===== config.mk =====
export PLATFORM = sky130hd
export DESIGN_NAME = piece_ctrl
export DESIGN_NICKNAME = d
export VERILOG_FILES = /design/src/rtl/tetris_pkg.sv /design/src/rtl/piece_ctrl_row_collide.sv /design/src/rtl/piece_ctrl.sv
export SDC_FILE = /design/constraint.sdc
export NUM_CORES = 1
export LEC_CHECK = 0
export BUFFER_PORTS_ARGS = -buffer_cell sky130_fd_sc_hd__buf_2
export CAP_MARGIN = 20
export CELL_PAD_IN_SITES_DETAIL_PLACEMENT = 0
export CELL_PAD_IN_SITES_GLOBAL_PLACEMENT = 1
export CORE_AREA = 2 2 76 107
export CTS_BUF_LIST = sky130_fd_sc_hd__clkbuf_8 sky130_fd_sc_hd__clkbuf_16
export DETAILED_ROUTE_END_ITERATION = 12
export DIE_AREA = 0 0 78 109
export GPL_TIMING_DRIVEN = 0
export PLACE_DENSITY_LB_ADDON = 0.1
export SLEW_MARGIN = 20
export SYNTH_ARGS = -nofsm -noshare
export SYNTH_HDL_FRONTEND = slang
export SYNTH_HIERARCHICAL = 1
export SYNTH_SLANG_ARGS = --single-unit

===== constraint.sdc =====
create_clock -name clk -period 7.1 [get_ports clk]
set_input_delay 1.065 -clock clk [delete_from_list [all_inputs] [get_ports clk]]
set_output_delay 1.065 -clock clk [all_outputs]
set_load 0.005 [all_outputs]

===== src/rtl/tetris_pkg.sv =====
// Shared definitions for the Tetris active-piece datapath: command codes,
// controller states, shape codes and default board geometry.
package tetris_pkg;

   localparam int DEF_COLS    = 10;
   localparam int DEF_ROWS    = 20;
   localparam int DEF_SPAWN_X = 3;

   typedef enum logic [1:0] {
      CMD_LEFT  = 2'b00,
      CMD_RIGHT = 2'b01,
      CMD_ROT   = 2'b10,
      CMD_DOWN  = 2'b11
   } cmd_e;

   typedef enum logic [3:0] {
      ST_IDLE,
      ST_CHECK0,
      ST_CHECK1,
      ST_CHECK2,
      ST_CHECK3,
      ST_RESOLVE,
      ST_ACTIVE,
      ST_LOCK,
      ST_OVER
   } state_e;

   localparam logic [2:0] SHAPE_T = 3'd1;
   localparam logic [2:0] SHAPE_Z = 3'd2;
   localparam logic [2:0] SHAPE_S = 3'd3;
   localparam logic [2:0] SHAPE_J = 3'd4;
   localparam logic [2:0] SHAPE_L = 3'd5;
   localparam logic [2:0] SHAPE_O = 3'd6;
   localparam logic [2:0] SHAPE_I = 3'd7;

   // Row r of the 4x4 mask sits in the nibble whose MSB is column 0.
   function automatic logic [3:0] mask_row_sel(input logic [15:0] mask, input logic [1:0] r);
      case (r)
         2'd0:    return mask[15:12];
         2'd1:    return mask[11:8];
         2'd2:    return mask[7:4];
         default: return mask[3:0];
      endcase
   endfunction

endpackage


===== src/rtl/piece_ctrl_row_collide.sv =====
// Collision test of one 4-cell mask row against one board row, with the
// box left edge at a signed column that may sit off either side of the board.
module row_collide
   import tetris_pkg::*;
#(
   parameter int COLS = DEF_COLS
) (
   input  logic [3:0]      mask_row,
   input  logic [4:0]      x,
   input  logic            row_oor,
   input  logic [COLS-1:0] row_data,
   output logic            collide
);

   localparam logic signed [5:0] COLS_S = 6'(COLS);

   always_comb begin
      logic signed [5:0] col;
      collide = 1'b0;
      col     = '0;
      for (int c = 0; c < 4; c++) begin
         col = {x[4], x} + 6'(c);
         if (mask_row[3-c]) begin
            if (row_oor || (col < 6'sd0) || (col >= COLS_S)) begin
               collide = 1'b1;
            end else begin
               for (int i = 0; i < COLS; i++) begin
                  if ((col == 6'(i)) && row_data[i]) begin
                     collide = 1'b1;
                  end
               end
            end
         end
      end
   end

endmodule


===== src/rtl/piece_ctrl.sv =====
// Active-piece controller: spawns pieces, checks each candidate move against
// the board one row per cycle, then commits, rejects or locks the piece.
module piece_ctrl
   import tetris_pkg::*;
#(
   parameter int COLS    = DEF_COLS,
   parameter int ROWS    = DEF_ROWS,
   parameter int SPAWN_X = DEF_SPAWN_X
) (
   input  logic            clk,
   input  logic            rst,
   input  logic            spawn_valid,
   input  logic [2:0]      spawn_shape,
   output logic            spawn_ready,
   input  logic            cmd_valid,
   input  logic [1:0]      cmd,
   output logic            cmd_ready,
   output logic [2:0]      dec_shape,
   output logic [1:0]      dec_rot,
   input  logic [15:0]     dec_mask,
   output logic [4:0]      row_addr,
   input  logic [COLS-1:0] row_data,
   output logic [2:0]      shape,
   output logic [1:0]      rot,
   output logic [4:0]      pos_x,
   output logic [4:0]      pos_y,
   output logic            active,
   output logic            lock_valid,
   output logic            game_over
);

   localparam logic [5:0] ROWS6 = 6'(ROWS);

   state_e      state_q, state_d;
   logic [2:0]  cand_shape_q, cand_shape_d;
   logic [1:0]  cand_rot_q, cand_rot_d;
   logic [4:0]  cand_x_q, cand_x_d;
   logic [4:0]  cand_y_q, cand_y_d;
   logic [1:0]  cand_cmd_q, cand_cmd_d;
   logic        cand_spawn_q, cand_spawn_d;
   logic        collide_q, collide_d;
   logic [2:0]  shape_q, shape_d;
   logic [1:0]  rot_q, rot_d;
   logic [4:0]  pos_x_q, pos_x_d;
   logic [4:0]  pos_y_q, pos_y_d;
   logic        active_q, active_d;

   logic        in_check;
   logic [1:0]  chk_r;
   logic [5:0]  row_sum;
   logic        row_oor;
   logic        row_hit;

   always_comb begin
      in_check = 1'b1;
      chk_r    = 2'd0;
      case (state_q)
         ST_CHECK0: chk_r = 2'd0;
         ST_CHECK1: chk_r = 2'd1;
         ST_CHECK2: chk_r = 2'd2;
         ST_CHECK3: chk_r = 2'd3;
         default:   in_check = 1'b0;
      endcase
      row_sum = {1'b0, cand_y_q} + {4'b0000, chk_r};
      row_oor = (row_sum >= ROWS6);
   end

   row_collide #(.COLS(COLS)) u_row_collide (
      .mask_row (mask_row_sel(dec_mask, chk_r)),
      .x        (cand_x_q),
      .row_oor  (row_oor),
      .row_data (row_data),
      .collide  (row_hit)
   );

   always_ff @(posedge clk) begin
      if (rst) begin
         state_q      <= ST_IDLE;
         cand_shape_q <= '0;
         cand_rot_q   <= '0;
         cand_x_q     <= '0;
         cand_y_q     <= '0;
         cand_cmd_q   <= '0;
         cand_spawn_q <= 1'b0;
         collide_q    <= 1'b0;
         shape_q      <= '0;
         rot_q        <= '0;
         pos_x_q      <= '0;
         pos_y_q      <= '0;
         active_q     <= 1'b0;
      end else begin
         state_q      <= state_d;
         cand_shape_q <= cand_shape_d;
         cand_rot_q   <= cand_rot_d;
         cand_x_q     <= cand_x_d;
         cand_y_q     <= cand_y_d;
         cand_cmd_q   <= cand_cmd_d;
         cand_spawn_q <= cand_spawn_d;
         collide_q    <= collide_d;
         shape_q      <= shape_d;
         rot_q        <= rot_d;
         pos_x_q      <= pos_x_d;
         pos_y_q      <= pos_y_d;
         active_q     <= active_d;
      end
   end

   always_comb begin
      state_d      = state_q;
      cand_shape_d = cand_shape_q;
      cand_rot_d   = cand_rot_q;
      cand_x_d     = cand_x_q;
      cand_y_d     = cand_y_q;
      cand_cmd_d   = cand_cmd_q;
      cand_spawn_d = cand_spawn_q;
      collide_d    = collide_q;
      shape_d      = shape_q;
      rot_d        = rot_q;
      pos_x_d      = pos_x_q;
      pos_y_d      = pos_y_q;
      active_d     = active_q;
      case (state_q)
         ST_IDLE: begin
            if (spawn_valid) begin
               cand_shape_d = spawn_shape;
               cand_rot_d   = 2'd0;
               cand_x_d     = 5'(SPAWN_X);
               cand_y_d     = 5'd0;
               cand_spawn_d = 1'b1;
               collide_d    = 1'b0;
               state_d      = ST_CHECK0;
            end
         end
         ST_ACTIVE: begin
            if (cmd_valid) begin
               cand_shape_d = shape_q;
               cand_rot_d   = rot_q;
               cand_x_d     = pos_x_q;
               cand_y_d     = pos_y_q;
               cand_cmd_d   = cmd;
               cand_spawn_d = 1'b0;
               collide_d    = 1'b0;
               case (cmd)
                  CMD_LEFT:  cand_x_d   = pos_x_q - 5'd1;
                  CMD_RIGHT: cand_x_d   = pos_x_q + 5'd1;
                  CMD_ROT:   cand_rot_d = rot_q + 2'd1;
                  default:   cand_y_d   = pos_y_q + 5'd1;
               endcase
               state_d = ST_CHECK0;
            end
         end
         ST_CHECK0: begin
            collide_d = collide_q | row_hit;
            state_d   = ST_CHECK1;
         end
         ST_CHECK1: begin
            collide_d = collide_q | row_hit;
            state_d   = ST_CHECK2;
         end
         ST_CHECK2: begin
            collide_d = collide_q | row_hit;
            state_d   = ST_CHECK3;
         end
         ST_CHECK3: begin
            collide_d = collide_q | row_hit;
            state_d   = ST_RESOLVE;
         end
         // A blocked spawn ends the game, a blocked drop lands the piece,
         // and a blocked sideways/rotate move is simply dropped.
         ST_RESOLVE: begin
            if (!collide_q) begin
               shape_d  = cand_shape_q;
               rot_d    = cand_rot_q;
               pos_x_d  = cand_x_q;
               pos_y_d  = cand_y_q;
               active_d = 1'b1;
               state_d  = ST_ACTIVE;
            end else if (cand_spawn_q) begin
               state_d = ST_OVER;
            end else if (cand_cmd_q == CMD_DOWN) begin
               active_d = 1'b0;
               state_d  = ST_LOCK;
            end else begin
               state_d = ST_ACTIVE;
            end
         end
         ST_LOCK: state_d = ST_IDLE;
         ST_OVER: state_d = ST_OVER;
         default: state_d = ST_IDLE;
      endcase
   end

   always_comb begin
      spawn_ready = (state_q == ST_IDLE);
      cmd_ready   = (state_q == ST_ACTIVE);
      lock_valid  = (state_q == ST_LOCK);
      game_over   = (state_q == ST_OVER);
      row_addr    = in_check ? row_sum[4:0] : 5'd0;
      dec_shape   = in_check ? cand_shape_q : shape_q;
      dec_rot     = in_check ? cand_rot_q : rot_q;
      shape       = shape_q;
      rot         = rot_q;
      pos_x       = pos_x_q;
      pos_y       = pos_y_q;
      active      = active_q;
   end

endmodule


==> flow_summary.html <==
<table>
<tr><th>Metric</th><th>Value</th></tr>
<tr><th colspan="2">CTS</th></tr>
<tr><td>Cts hold-fix bufs</td><td>0</td></tr>
<tr><td>Total clock sinks</td><td>39</td></tr>
<tr><td>Total CTS buffers</td><td>5</td></tr>
<tr><td>Clock tree from TritonCTS</td><td>done</td></tr>
<tr><td>Root buffer cell</td><td>clkbuf_8</td></tr>
<tr><td>Largest buffer count on any clock path</td><td>2</td></tr>
<tr><td>Post-CTS setup repair buffer count</td><td>0</td></tr>
<tr><td>Post-cts gate resize count</td><td>0</td></tr>
<tr><td>Worst-Skew Late Latency</td><td>300 ps</td></tr>
<tr><td>Maximum level of the CTS H-tree</td><td>2</td></tr>
<tr><td>Register clock-pin slew on the reported worst setup and hold paths</td><td>around 70 ps</td></tr>
<tr><th colspan="2">Synthesis</th></tr>
<tr><td>Post-synthesis cell area</td><td>slightly below 3000 um^2</td></tr>
<tr><td>Fraction of the yosys area taken by sequential cells</td><td>0.264</td></tr>
<tr><td>Compound-cell area share of the yosys netlist</td><td>0.227</td></tr>
<tr><td>Xor and xnor area share after synthesis</td><td>0.0563</td></tr>
<tr><td>Post-Synth Adder-Cell Area</td><td>0.0770</td></tr>
<tr><td>Gate Count Post-Synth</td><td>350</td></tr>
<tr><td>Synth async-reset ratio</td><td>0</td></tr>
<tr><td>Post-Syn Area per Cell</td><td>8.45 um^2</td></tr>
<tr><td>Ys flop type</td><td>dfxtp_1</td></tr>
<tr><td>Flip-flop and latch count after synthesis</td><td>39</td></tr>
<tr><td>Top cell type by total area after synthesis</td><td>dfxtp_1</td></tr>
<tr><td>Post-synthesis simple-gate area fraction</td><td>0.203</td></tr>
<tr><td>Mux cell area share after synthesis</td><td>0.109</td></tr>
<tr><td>Combinational family with the most area after synthesis</td><td>compound AO/OA/AOI/OAI gates</td></tr>
<tr><td>Most area-consuming cells after synthesis</td><td>dfxtp_1, mux2i_1, ha_1</td></tr>
<tr><td>Synthesis Warnings</td><td>6</td></tr>
<tr><td>Post-synth net total</td><td>approximately 400</td></tr>
<tr><td>Share of the synthesized area in the top cell type</td><td>0.264</td></tr>
<tr><td>Count of flip-flops with a built-in enable after synthesis</td><td>0</td></tr>
<tr><td>Count of cell types in the netlist</td><td>59</td></tr>
<tr><th colspan="2">Worst setup path</th></tr>
<tr><td>Kind of launch point of the worst setup path</td><td>flop</td></tr>
<tr><td>Crit Path Max Fanout</td><td>6</td></tr>
<tr><td>Slack of the worst reg-to-reg path</td><td>3740 ps</td></tr>
<tr><td>Type of element capturing the critical path</td><td>primary output</td></tr>
<tr><td>Critical Path Sink</td><td>row_addr[3]</td></tr>
<tr><td>WP data required</td><td>6030 ps</td></tr>
<tr><td>Endpoint of the worst register-to-register path</td><td>collide_q$_SDFFE_PP0P_</td></tr>
<tr><td>CP startpoint</td><td>state_q[2]$_SDFFE_PP0P_</td></tr>
<tr><td>Count of cells along the worst register-to-register path</td><td>13</td></tr>
<tr><td>Startpoint of the worst register-to-register path</td><td>state_q[2]$_SDFFE_PP0P_</td></tr>
<tr><td>Critical path class</td><td>reg2out</td></tr>
<tr><td>Arr. time, crit path</td><td>2620 ps</td></tr>
<tr><th colspan="2">Drt</th></tr>
<tr><td>Detailed-route DRC error count</td><td>0</td></tr>
<tr><td>Total wire length</td><td>7960 um</td></tr>
<tr><td>Number of DRC markers after the initial detailed-route iteration</td><td>147</td></tr>
<tr><td>DR vias/cell</td><td>5.36</td></tr>
<tr><td>Post-DR wirelength/cell</td><td>between 15 and 20 um</td></tr>
<tr><td>Antenna viol nets, final</td><td>0</td></tr>
<tr><td>Overall via count from detail_route</td><td>2,790</td></tr>
<tr><td>Total iterations of the first detailed-routing run</td><td>4</td></tr>
<tr><th colspan="2">Floorplanning</th></tr>
<tr><td>Initial cell density of the core</td><td>0.389</td></tr>
<tr><td>Die extent in y</td><td>between 100 and 150 um</td></tr>
<tr><td>Die X-Extent</td><td>approximately 78 um</td></tr>
<tr><td>Core box area</td><td>between 7000 and 8000 um^2</td></tr>
<tr><td>I/O pin cnt</td><td>65</td></tr>
<tr><td>Die Outline Area</td><td>8500 um^2</td></tr>
<tr><td>Site row count</td><td>38</td></tr>
<tr><th colspan="2">Timing</th></tr>
<tr><td>Setup_tns</td><td>0 ps</td></tr>
<tr><td>Worst rel slew slack</td><td>0.396</td></tr>
<tr><td>Worst Skew</td><td>7.52 ps</td></tr>
<tr><td>Slew Viols, Final</td><td>0</td></tr>
<tr><td>Fmax</td><td>between 0.2 and 0.3 GHz</td></tr>
<tr><td>Final-report hold violation count</td><td>0</td></tr>
<tr><td>Tightest Pin Transition</td><td>900 ps</td></tr>
<tr><td>Unrepaired setup endpoints after global routing</td><td>false</td></tr>
<tr><td>Final setup violation count</td><td>0</td></tr>
<tr><td>Post-route minimum period</td><td>3690 ps</td></tr>
<tr><td>Period utilization</td><td>0.519</td></tr>
<tr><td>Post-route worst setup slack</td><td>3410 ps</td></tr>
<tr><td>Hold_ws</td><td>463 ps</td></tr>
<tr><th colspan="2">Layout</th></tr>
<tr><td>Most common library cell in the layout ignoring fill and taps</td><td>buf_2</td></tr>
<tr><td>Share of post-route cells with drive strength above 1</td><td>0.252</td></tr>
<tr><td>Non-filler instance count after layout</td><td>521</td></tr>
<tr><td>Area growth from synthesis to layout</td><td>18.9%</td></tr>
<tr><td>Ant diodes</td><td>0</td></tr>
<tr><td>Final instance area</td><td>3510 um^2</td></tr>
<tr><td>Final net count</td><td>472</td></tr>
<tr><td>Highest-count cells in the layout ignoring fill and taps</td><td>buf_2, dfxtp_1, nor2_1</td></tr>
<tr><th colspan="2">Global routing</th></tr>
<tr><td>Largest net degree at the start of global routing</td><td>13</td></tr>
<tr><td>Wire length of the first global-routing pass</td><td>~13,000 um</td></tr>
<tr><td>Initial antenna violation count</td><td>0</td></tr>
<tr><td>Leftover overflow at the end of global routing</td><td>0</td></tr>
<tr><td>Total routing usage reported by global routing</td><td>0.192</td></tr>
<tr><td>Vias in the first global route</td><td>approximately 2,700</td></tr>
<tr><th colspan="2">Place</th></tr>
<tr><td>Port Buf Inserts</td><td>63</td></tr>
<tr><td>HPWL reported at the end of detailed placement</td><td>6150 um</td></tr>
<tr><td>Placed cell count</td><td>a little over 500</td></tr>
<tr><td>Setup slack after placement</td><td>~3700 ps</td></tr>
<tr><td>Final GP Congestion</td><td>0.834</td></tr>
<tr><td>Total cell area at the placement stage</td><td>3400 um^2</td></tr>
<tr><th colspan="2">Power</th></tr>
<tr><td>Worst vdd ir</td><td>0.111 mV</td></tr>
<tr><td>Power Density</td><td>186 nW/um^2</td></tr>
<tr><td>Leakage power total</td><td>between 1 and 1.5 nW</td></tr>
<tr><th colspan="2">Hold path</th></tr>
<tr><td>Hold path startpoint</td><td>cand_cmd_q[1]$_SDFFE_PP0P_</td></tr>
<tr><td>Worst hold path type</td><td>reg2reg</td></tr>
<tr><th colspan="2">Run</th></tr>
<tr><td>Reported max-cap violation count</td><td>0</td></tr>
<tr><th colspan="2">Status</th></tr>
<tr><td>Status</td><td>completed</td></tr>
</table>
routing by layer:
metal  track usage  up-vias  share of wire
met5             0        -              0
met4        0.0614        0          0.015
met3        0.0190        8          0.026
met2         0.363       54           0.53
met1         0.226     1311           0.43
li1              -     1417              -
power breakdown:
group / internal [mW] / switching, mW / leakage, nW
sequential: 0.229 / 0.0136 / 0.316
combinational: 0.0959 / 0.118 / 1.10
clock: 0.114 / 0.0825 / 0.0612
total: 0.439 / 0.214 / 1.48
critical path, cell delays in order, from the launching register on:
cell,delay (ps)
dfxtp_1,410
nor3b_1,580
a21oi_1,70
or2_1,270
inv_1,100
ha_1,230
a21oi_1,170
nor2b_1,80
xnor2_1,130
nor3_1,130
buf_2,140
cells by family after synthesis:
kind of cell,after synthesis
muxes,31
adders and majority gates,17
DFF,39
AOI/OAI and AO/OA,96
xor gates and xnor gates,19
and+or+nand+nor,113
buffers and inverters,35
sequential cells by signal, summed over array words and instances, names as in the netlist:
name	flops
pos_y	5
state_q	4
pos_x	5
rot	2
collide_q	1
active	1
cand_rot_q	2
shape	3
cand_x_q	5
cand_shape_q	3
cand_spawn_q	1
cand_y_q	5
cand_cmd_q	2
area by class of cell:
| class | instances | area (um^2) |
|---|---|---|
| plain buffers | 24 | 145 |
| clock buffers | 6 | 82.6 |
| clock inverters | 2 | 35.0 |
| fillers | 828 | 4090 |
| inverters | 11 | 41.3 |
| multi-input cells | 276 | 1990 |
| flip-flops and latches | 39 | 781 |
| well taps | 100 | 125 |
| repair buffers | 63 | 315 |
through the flow:
stage | util | total power [mW]
floorplan | - | 0.401
global placement | 0.447 | 0.463
detailed placement | 0.447 | 0.463
CTS | 0.462 | 0.659
global route | 0.462 | 0.694
finish | 0.462 | 0.653
worst min-delay path by stage:
stage	end	slack [ps]	cells past startpoint
finish	cand_cmd_q[1]$_SDFFE_PP0P_	460	2
global route	cand_cmd_q[1]$_SDFFE_PP0P_	490	2
CTS	cand_cmd_q[1]$_SDFFE_PP0P_	460	2
detailed placement	cand_cmd_q[1]$_SDFFE_PP0P_	450	2
global placement	cand_cmd_q[1]$_SDFFE_PP0P_	450	2
floorplan	cand_cmd_q[0]$_SDFFE_PP0P_	440	2
cells in the mapped netlist (all sizes together), types with 3 or more instances:
cell type   n
clkbuf      5
a22oi      18
a22o        4
nand2b      3
o22ai       4
o21a        9
mux2i      21
nor3       11
nor3b       6
a31oi       3
a211oi      6
nor2b       7
and2        3
nor2       36
a21oi      23
and3        3
a21o        3
buf        19
o21ai      11
mux2       10
dfxtp      39
inv        11
ha         15
nand3      10
xor2        5
o31ai       3
nand2      18
xnor2      14
nor4        5
(Power assumes the default switching activity.)
